--- config.mk ---
export PLATFORM = sky130hd
export DESIGN_NAME = spi_frame_scheduler
export DESIGN_NICKNAME = d
export VERILOG_FILES = /design/src/rtl/spi_frame_scheduler_pkg.sv /design/src/rtl/spi_frame_scheduler_rr_arbiter.sv /design/src/rtl/spi_frame_scheduler.sv
export SDC_FILE = /design/constraint.sdc
export NUM_CORES = 1
export LEC_CHECK = 0
export BUFFER_PORTS_ARGS = -buffer_cell sky130_fd_sc_hd__buf_2
export CAP_MARGIN = 40
export CORE_ASPECT_RATIO = 1.2
export CORE_MARGIN = 5
export CORE_UTILIZATION = 51
export DETAILED_ROUTE_END_ITERATION = 8
export GPL_TIMING_DRIVEN = 0
export MAX_ROUTING_LAYER = met4
export PLACE_DENSITY_LB_ADDON = 0.25
export SYNTH_ARGS = -nofsm -noshare
export SYNTH_HDL_FRONTEND = slang
export SYNTH_SLANG_ARGS = --single-unit
--- constraint.sdc ---
create_clock -name clk -period 2.4 [get_ports clk]
set_input_delay 0.48 -clock clk [delete_from_list [all_inputs] [get_ports clk]]
set_output_delay 0.48 -clock clk [all_outputs]
set_load 0.02 [all_outputs]
--- src/rtl/spi_frame_scheduler_pkg.sv ---
// Shared types and constants for the SPI frame scheduler.
package spi_frame_scheduler_pkg;

    // Scheduler FSM states.
    typedef enum logic [1:0] {
        IDLE = 2'd0,
        SEND = 2'd1,
        WAIT = 2'd2,
        DONE = 2'd3
    } state_e;

    // Sync byte at the top of every header word.
    localparam logic [7:0] HDR_SYNC = 8'hA5;

    // Width of one SPI transmit word.
    localparam int SPI_WORD = 16;

    // Channel index width: the header carries a 4-bit channel number.
    localparam int CH_W = 4;

    // Number of data words that carry one sample.
    function automatic int words(input int bitwidth);
        return bitwidth / SPI_WORD;
    endfunction

endpackage

--- src/rtl/spi_frame_scheduler_rr_arbiter.sv ---
// Combinational round-robin arbiter: first requester at or after ptr wins.
module rr_arbiter
    import spi_frame_scheduler_pkg::*;
#(
    parameter int N = 4
) (
    input  logic [N-1:0]    req,
    input  logic [CH_W-1:0] ptr,
    output logic [N-1:0]    grant,
    output logic [CH_W-1:0] idx
);

    logic            found;
    logic [CH_W:0]   pos;

    // Walk the channels starting at ptr, wrapping at N; take the first request.
    always_comb begin
        grant = '0;
        idx   = '0;
        found = 1'b0;
        pos   = '0;
        for (int k = 0; k < N; k++) begin
            pos = {1'b0, ptr} + (CH_W+1)'(k);
            if (pos >= (CH_W+1)'(N)) begin
                pos = pos - (CH_W+1)'(N);
            end
            for (int i = 0; i < N; i++) begin
                if (!found && req[i] && (pos == (CH_W+1)'(i))) begin
                    grant[i] = 1'b1;
                    idx      = CH_W'(i);
                    found    = 1'b1;
                end
            end
        end
    end

endmodule

--- src/rtl/spi_frame_scheduler.sv ---
// Round-robin scheduler that frames per-channel samples onto a shared SPI
// transmit port: header word, then the sample MSW first, with retry on error.
module spi_frame_scheduler
    import spi_frame_scheduler_pkg::*;
#(
    parameter int SENSORS   = 4,
    parameter int BITWIDTH  = 32,
    parameter int MAX_RETRY = 3
) (
    input  logic                         clk,
    input  logic                         rst,
    input  logic [SENSORS-1:0]           req,
    input  logic [SENSORS*BITWIDTH-1:0]  req_data,
    input  logic                         spi_tx_ready,
    input  logic                         spi_tx_error,
    output logic [15:0]                  spi_data,
    output logic                         spi_write,
    output logic [SENSORS-1:0]           done,
    output logic                         done_ok,
    output logic                         busy,
    output logic [7:0]                   drop_count
);

    localparam int WORDS = words(BITWIDTH);
    localparam int IDX_W = $clog2(WORDS + 1);

    state_e                state_q, state_d;
    logic [BITWIDTH-1:0]   sample_q, sample_d;
    logic [CH_W-1:0]       ch_q, ch_d;
    logic [IDX_W-1:0]      widx_q, widx_d;
    logic [3:0]            att_q, att_d;
    logic [3:0]            seq_q, seq_d;
    logic [CH_W-1:0]       ptr_q, ptr_d;
    logic [7:0]            drop_q, drop_d;
    logic [15:0]           spi_data_q, spi_data_d;
    logic                  spi_write_q, spi_write_d;
    logic [SENSORS-1:0]    done_q, done_d;
    logic                  done_ok_q, done_ok_d;
    logic                  busy_q, busy_d;
    logic                  holdoff_q, holdoff_d;

    logic [SENSORS-1:0]    grant;
    logic [CH_W-1:0]       grant_idx;
    logic [BITWIDTH-1:0]   grant_sample;
    logic [15:0]           cur_word;
    logic [SENSORS-1:0]    ch_onehot;

    rr_arbiter #(.N(SENSORS)) u_arb (
        .req   (req),
        .ptr   (ptr_q),
        .grant (grant),
        .idx   (grant_idx)
    );

    // Sample of the granted channel, selected by the one-hot grant.
    always_comb begin
        grant_sample = '0;
        for (int i = 0; i < SENSORS; i++) begin
            if (grant[i]) begin
                grant_sample = grant_sample | req_data[i*BITWIDTH +: BITWIDTH];
            end
        end
    end

    // Word to transmit: header at index 0, then sample words MSW first.
    always_comb begin
        cur_word = {HDR_SYNC, ch_q, seq_q};
        for (int k = 1; k <= WORDS; k++) begin
            if (widx_q == IDX_W'(k)) begin
                cur_word = sample_q[(WORDS-k)*SPI_WORD +: SPI_WORD];
            end
        end
    end

    // One-hot of the channel being served, used for the done pulse.
    always_comb begin
        ch_onehot = '0;
        for (int i = 0; i < SENSORS; i++) begin
            ch_onehot[i] = (ch_q == CH_W'(i));
        end
    end

    // Next-state and datapath update. done/done_ok are registered on the
    // transition into DONE so they are visible during the DONE cycle itself.
    always_comb begin
        state_d     = state_q;
        sample_d    = sample_q;
        ch_d        = ch_q;
        widx_d      = widx_q;
        att_d       = att_q;
        seq_d       = seq_q;
        ptr_d       = ptr_q;
        drop_d      = drop_q;
        spi_data_d  = spi_data_q;
        spi_write_d = 1'b0;
        done_d      = '0;
        done_ok_d   = 1'b0;
        holdoff_d   = 1'b0;

        case (state_q)
            IDLE: begin
                if (|req) begin
                    sample_d = grant_sample;
                    ch_d     = grant_idx;
                    widx_d   = '0;
                    att_d    = '0;
                    state_d  = SEND;
                end
            end
            SEND: begin
                // spi_data only changes on a write, so it holds while stalled.
                if (spi_tx_ready) begin
                    spi_write_d = 1'b1;
                    spi_data_d  = cur_word;
                    holdoff_d   = 1'b1;
                    state_d     = WAIT;
                end
            end
            WAIT: begin
                // First WAIT cycle ignores the slave's status lines.
                if (!holdoff_q) begin
                    if (spi_tx_error) begin
                        if (att_q < 4'(MAX_RETRY)) begin
                            att_d   = att_q + 4'd1;
                            widx_d  = '0;
                            state_d = SEND;
                        end else begin
                            done_d    = ch_onehot;
                            done_ok_d = 1'b0;
                            state_d   = DONE;
                        end
                    end else if (spi_tx_ready) begin
                        if (widx_q == IDX_W'(WORDS)) begin
                            done_d    = ch_onehot;
                            done_ok_d = 1'b1;
                            state_d   = DONE;
                        end else begin
                            widx_d  = widx_q + IDX_W'(1);
                            state_d = SEND;
                        end
                    end
                end
            end
            DONE: begin
                if (!done_ok_q && (drop_q != 8'hFF)) begin
                    drop_d = drop_q + 8'd1;
                end
                seq_d = seq_q + 4'd1;
                if (ch_q == CH_W'(SENSORS-1)) begin
                    ptr_d = '0;
                end else begin
                    ptr_d = ch_q + CH_W'(1);
                end
                state_d = IDLE;
            end
            default: state_d = IDLE;
        endcase

        busy_d = (state_d != IDLE);
    end

    // FSM state register.
    always_ff @(posedge clk or negedge rst) begin
        if (!rst) begin
            state_q <= IDLE;
        end else begin
            state_q <= state_d;
        end
    end

    // Datapath and registered outputs.
    always_ff @(posedge clk or negedge rst) begin
        if (!rst) begin
            sample_q    <= '0;
            ch_q        <= '0;
            widx_q      <= '0;
            att_q       <= '0;
            seq_q       <= '0;
            ptr_q       <= '0;
            drop_q      <= '0;
            spi_data_q  <= '0;
            spi_write_q <= 1'b0;
            done_q      <= '0;
            done_ok_q   <= 1'b0;
            busy_q      <= 1'b0;
            holdoff_q   <= 1'b0;
        end else begin
            sample_q    <= sample_d;
            ch_q        <= ch_d;
            widx_q      <= widx_d;
            att_q       <= att_d;
            seq_q       <= seq_d;
            ptr_q       <= ptr_d;
            drop_q      <= drop_d;
            spi_data_q  <= spi_data_d;
            spi_write_q <= spi_write_d;
            done_q      <= done_d;
            done_ok_q   <= done_ok_d;
            busy_q      <= busy_d;
            holdoff_q   <= holdoff_d;
        end
    end

    assign spi_data   = spi_data_q;
    assign spi_write  = spi_write_q;
    assign done       = done_q;
    assign done_ok    = done_ok_q;
    assign busy       = busy_q;
    assign drop_count = drop_q;

endmodule
==> reports/results.tsv <==
stage	metric	value	unit
clock_network	post_cts resized	0	
timing	Final Setup Violations	0	
timing	crit share post-route	93.1	%
clock_network	clock sinks	79	
worst_setup_path	Worst path top cell family by delay	compound AO/OA/AOI/OAI gates	
yosys	cells after synthesis	491	
routing	DRT iter0 DRCs	335	
final_layout	Filler cells	789	
routing	DR WL/cell	19.4	µm
timing	Clock Skew	0.0100	ns
clock_network	clock transition at the registers of the reported paths	0.06	ns
placed_design	dpl hpwl	11.7	mm
yosys	number of synthesized register bits	79	
timing	fin. max-slew vios	0	
routing	drt drc	0	
grt	number of global-route vias before repair	4805	
die	Total Die Area	11600	µm²
timing	Fmax	448	MHz
worst_setup_path	required time worst endpoint	2.62	ns
final_layout	most frequent cells in the layout	buf_2, nand2_1, dfrtp_1	
routing	post-route ant nets	0	
pwr	Pint	4200	µW
placed_design	Placement Setup Slack	0.152	ns
worst_setup_path	Buf+Inv Stages, Crit Path	2	
outcome	outcome	finished, final reports clean	
run	Max-Cap Viols	0	
placed_design	GPL Wtd Cong	0.948	
pwr	Sequential Power Share	32.3	%
timing	min Tclk post-route	2.23	ns
worst_setup_path	largest stage delay on the critical path	0.39	ns
clock_network	cts bufs inserted	9	
yosys	number of synthesized flops with an enable pin	0	
final_layout	Reg area	1980	µm²
die	die width	99.2	µm
clock_network	CTS H-tree depth	3	
yosys	ys flop type	dfrtp_1	
timing	Final Hold Fails	0	
clock_network	TritonCTS clock tree	done	
placed_design	Port Buf Inserts	166	
timing	Worst Tran Pin Value	0.635	ns
die	core area	9420	µm²
grt	largest net degree at the start of global routing	41	
yosys	synthesized area per cell	9.91	µm²
grt	first-pass GRT wire length	24.0	mm
clock_network	worst-case clock buffer depth	2	
routing	Total Wirelength	15.5	mm
timing	RSZ-0062 raised after global routing	yes	
pwr	Pwr Density	1160	nW/µm²
grt	GRT Util Overall	27.2	%
grt	gr ovfl total	0	
die	Die Height	117	µm
placed_design	Inst Count DP	783	
yosys	Distinct cells, synth	56	
pwr	Comb power frac	48.7	%
worst_setup_path	Critical Path Most Common Cell	o21ai_0	
routing	drt first pass iters	5	
pwr	switching portion of total power	41.5	%
yosys	sequential element share of the synthesized area	40.6	%
final_layout	fin cells	801	
final_layout	Nets	819	
worst_setup_path	kind of critical path	reg2reg	
worst_setup_path	CP arrival	2.45	ns
routing	vias per cell	5.98	
worst_setup_path	critical path fanouts, max	10	
pwr	Clk network pwr share	19.1	%
die	Top-Level Pins	167	
worst_setup_path	Crit-path slowest cell	dfrtp_1	
worst_setup_path	Worst setup EP type	flip-flop	
grt	initial antenna violation count	1	
worst_setup_path	Setup crit start kind	flip-flop	
worst_setup_path	Worst Setup SP	ptr_q[1]	
pwr	P_sw	2990	µW
worst_setup_path	reg2reg start	ptr_q[1]	
clock_network	CTS root buffer	clkbuf_16	
worst_setup_path	worst-path cell chain	buf_6 -> or2_2 -> ha_1 -> nor2_1 -> a31o_2 -> o211a_1 -> clkbuf_8 -> o21ai_0 -> o21ai_0	
final_layout	most common cell after layout, fill and taps aside	buf_2	
routing	Vias	4787	
yosys	yosys synthesis warning count	0	
clock_network	hold_buf cts	0	
pwr	peak supply drop	0.000687	V
yosys	Async S/R FF share, synth	100	%
die	Initial Util	51.7	%
yosys	synthesized cell area	4860	µm²
final_layout	synthesis-to-finish area growth	27.1	%
pwr	Pleak	0.00283	µW
clock_network	worst skew pair latency	0.34	ns
die	standard-cell rows	39	
timing	Rel. slew slack	57.1	%
final_layout	fraction of layout cells with a size suffix above 1	38.3	%
final_layout	multi-input logic area	2470	µm²
clock_network	postcts setup bufs	0	
hold_path	Hold Path Class	in2async	
timing	Setup WS post-layout	0.166	ns
[registers in the layout, summed over array words and instances, names as in the netlist]
name,count
seq_q,4
widx_q,2
drop_count,8
busy,1
holdoff_q,1
ch_q,2
ptr_q,2
done,4
done_ok,1
sample_q,32
att_q,4
state_q,2
spi_data,16
[synth_stat cells (2+ instances only)]
library cell | instances | area, µm²
a21oi_1 | 9 | 45.0
a221oi_1 | 4 | 35.0
a221oi_2 | 28 | 420
a22oi_1 | 6 | 45.0
a41oi_1 | 32 | 280
and2_1 | 5 | 31.3
and3_1 | 3 | 18.8
buf_2 | 5 | 25.0
buf_6 | 10 | 113
buf_8 | 3 | 45.0
clkbuf_1 | 6 | 22.5
clkbuf_8 | 13 | 179
dfrtp_1 | 79 | 1980
ha_1 | 12 | 150
inv_1 | 10 | 37.5
mux2_2 | 4 | 45.0
mux2i_1 | 9 | 90.1
nand2_1 | 88 | 330
nand2b_1 | 3 | 18.8
nand3_1 | 36 | 180
nand3b_1 | 2 | 15.0
nand4_1 | 4 | 25.0
nor2_1 | 48 | 180
nor3_1 | 3 | 15.0
nor4_1 | 2 | 12.5
o211a_1 | 2 | 20.0
o21ai_0 | 21 | 105
o22ai_1 | 5 | 31.3
o31ai_1 | 2 | 15.0
o41ai_1 | 2 | 17.5
or2_2 | 2 | 12.5
xnor2_1 | 8 | 70.1
xor2_1 | 2 | 17.5
[per-stage QoR]
step	power [µW]	setup TNS, ns	hold slack (ns)	instance area (µm²)	util, %
after CTS	7180	0	0.128	6180	65.6
after global placement	5670	0	0.456	5860	62.2
after detailed placement	5800	0	0.466	5880	62.4
after global routing	7650	-0.0610	0.153	6180	65.6
after floorplan	4710	0	0.184	4870	-
final	7190	0	0.104	6180	65.6
[cell type report]
type,instances,share of cell area (%)
diodes,2,0.0810
plain buffers,38,6.33
clock buffers,10,3.70
clock inverters,6,1.11
inverters,10,0.607
multi-input cells,366,39.9
flip-flops and latches,79,32.0
well taps,123,2.49
repair buffers,167,13.8
[metal layers]
metal  up-vias  wire [µm]  global-route usage [%]
li1       2170          -                       -
met1      2313       6010                    31.0
met2       247       7700                    45.3
met3        57       1120                    6.16
met4         0        706                    13.4
met5         -          0                       -
[worst paths after layout]
check / slack, ns / depth (start not counted) / to
worst max-delay path: 0.17 / 9 / ch_q[1]
worst min-delay path: 0.10 / 1 / spi_data[9]
worst max register to register: 0.17 / 9 / ch_q[1]
worst min register to register: 0.47 / 2 / spi_data[8]
max in group asynchronous: 1.69 / 2 / ptr_q[1]
min in group clk: 0.41 / 3 / sample_q[26]
[power by group through the flow]
stage               clock, µW  sequential, µW  combinational, µW
global route             1440            2370               3840
floorplan                   0            2360               2350
global placement            0            2300               3370
finish                   1370            2320               3500
CTS                      1380            2310               3500
detailed placement          0            2320               3470
[cell families (layout without fill, tap and decap cells)]
logic type               after synthesis  count (layout)  share of synthesized area [%]
AO/OA/AOI/OAI                        121             121                           23.5
XOR/XNOR                              10              10                           1.80
adder cells (fa/ha/maj)               12              12                           3.09
buffers and inverters                 48             231                           8.82
flip-flops                            79              79                           40.6
multiplexers                          14              14                           3.01
other                                  1               5                         0.0771
AND/OR/NAND/NOR                      206             206                           19.1
Power figures use the tool's default switching activity.
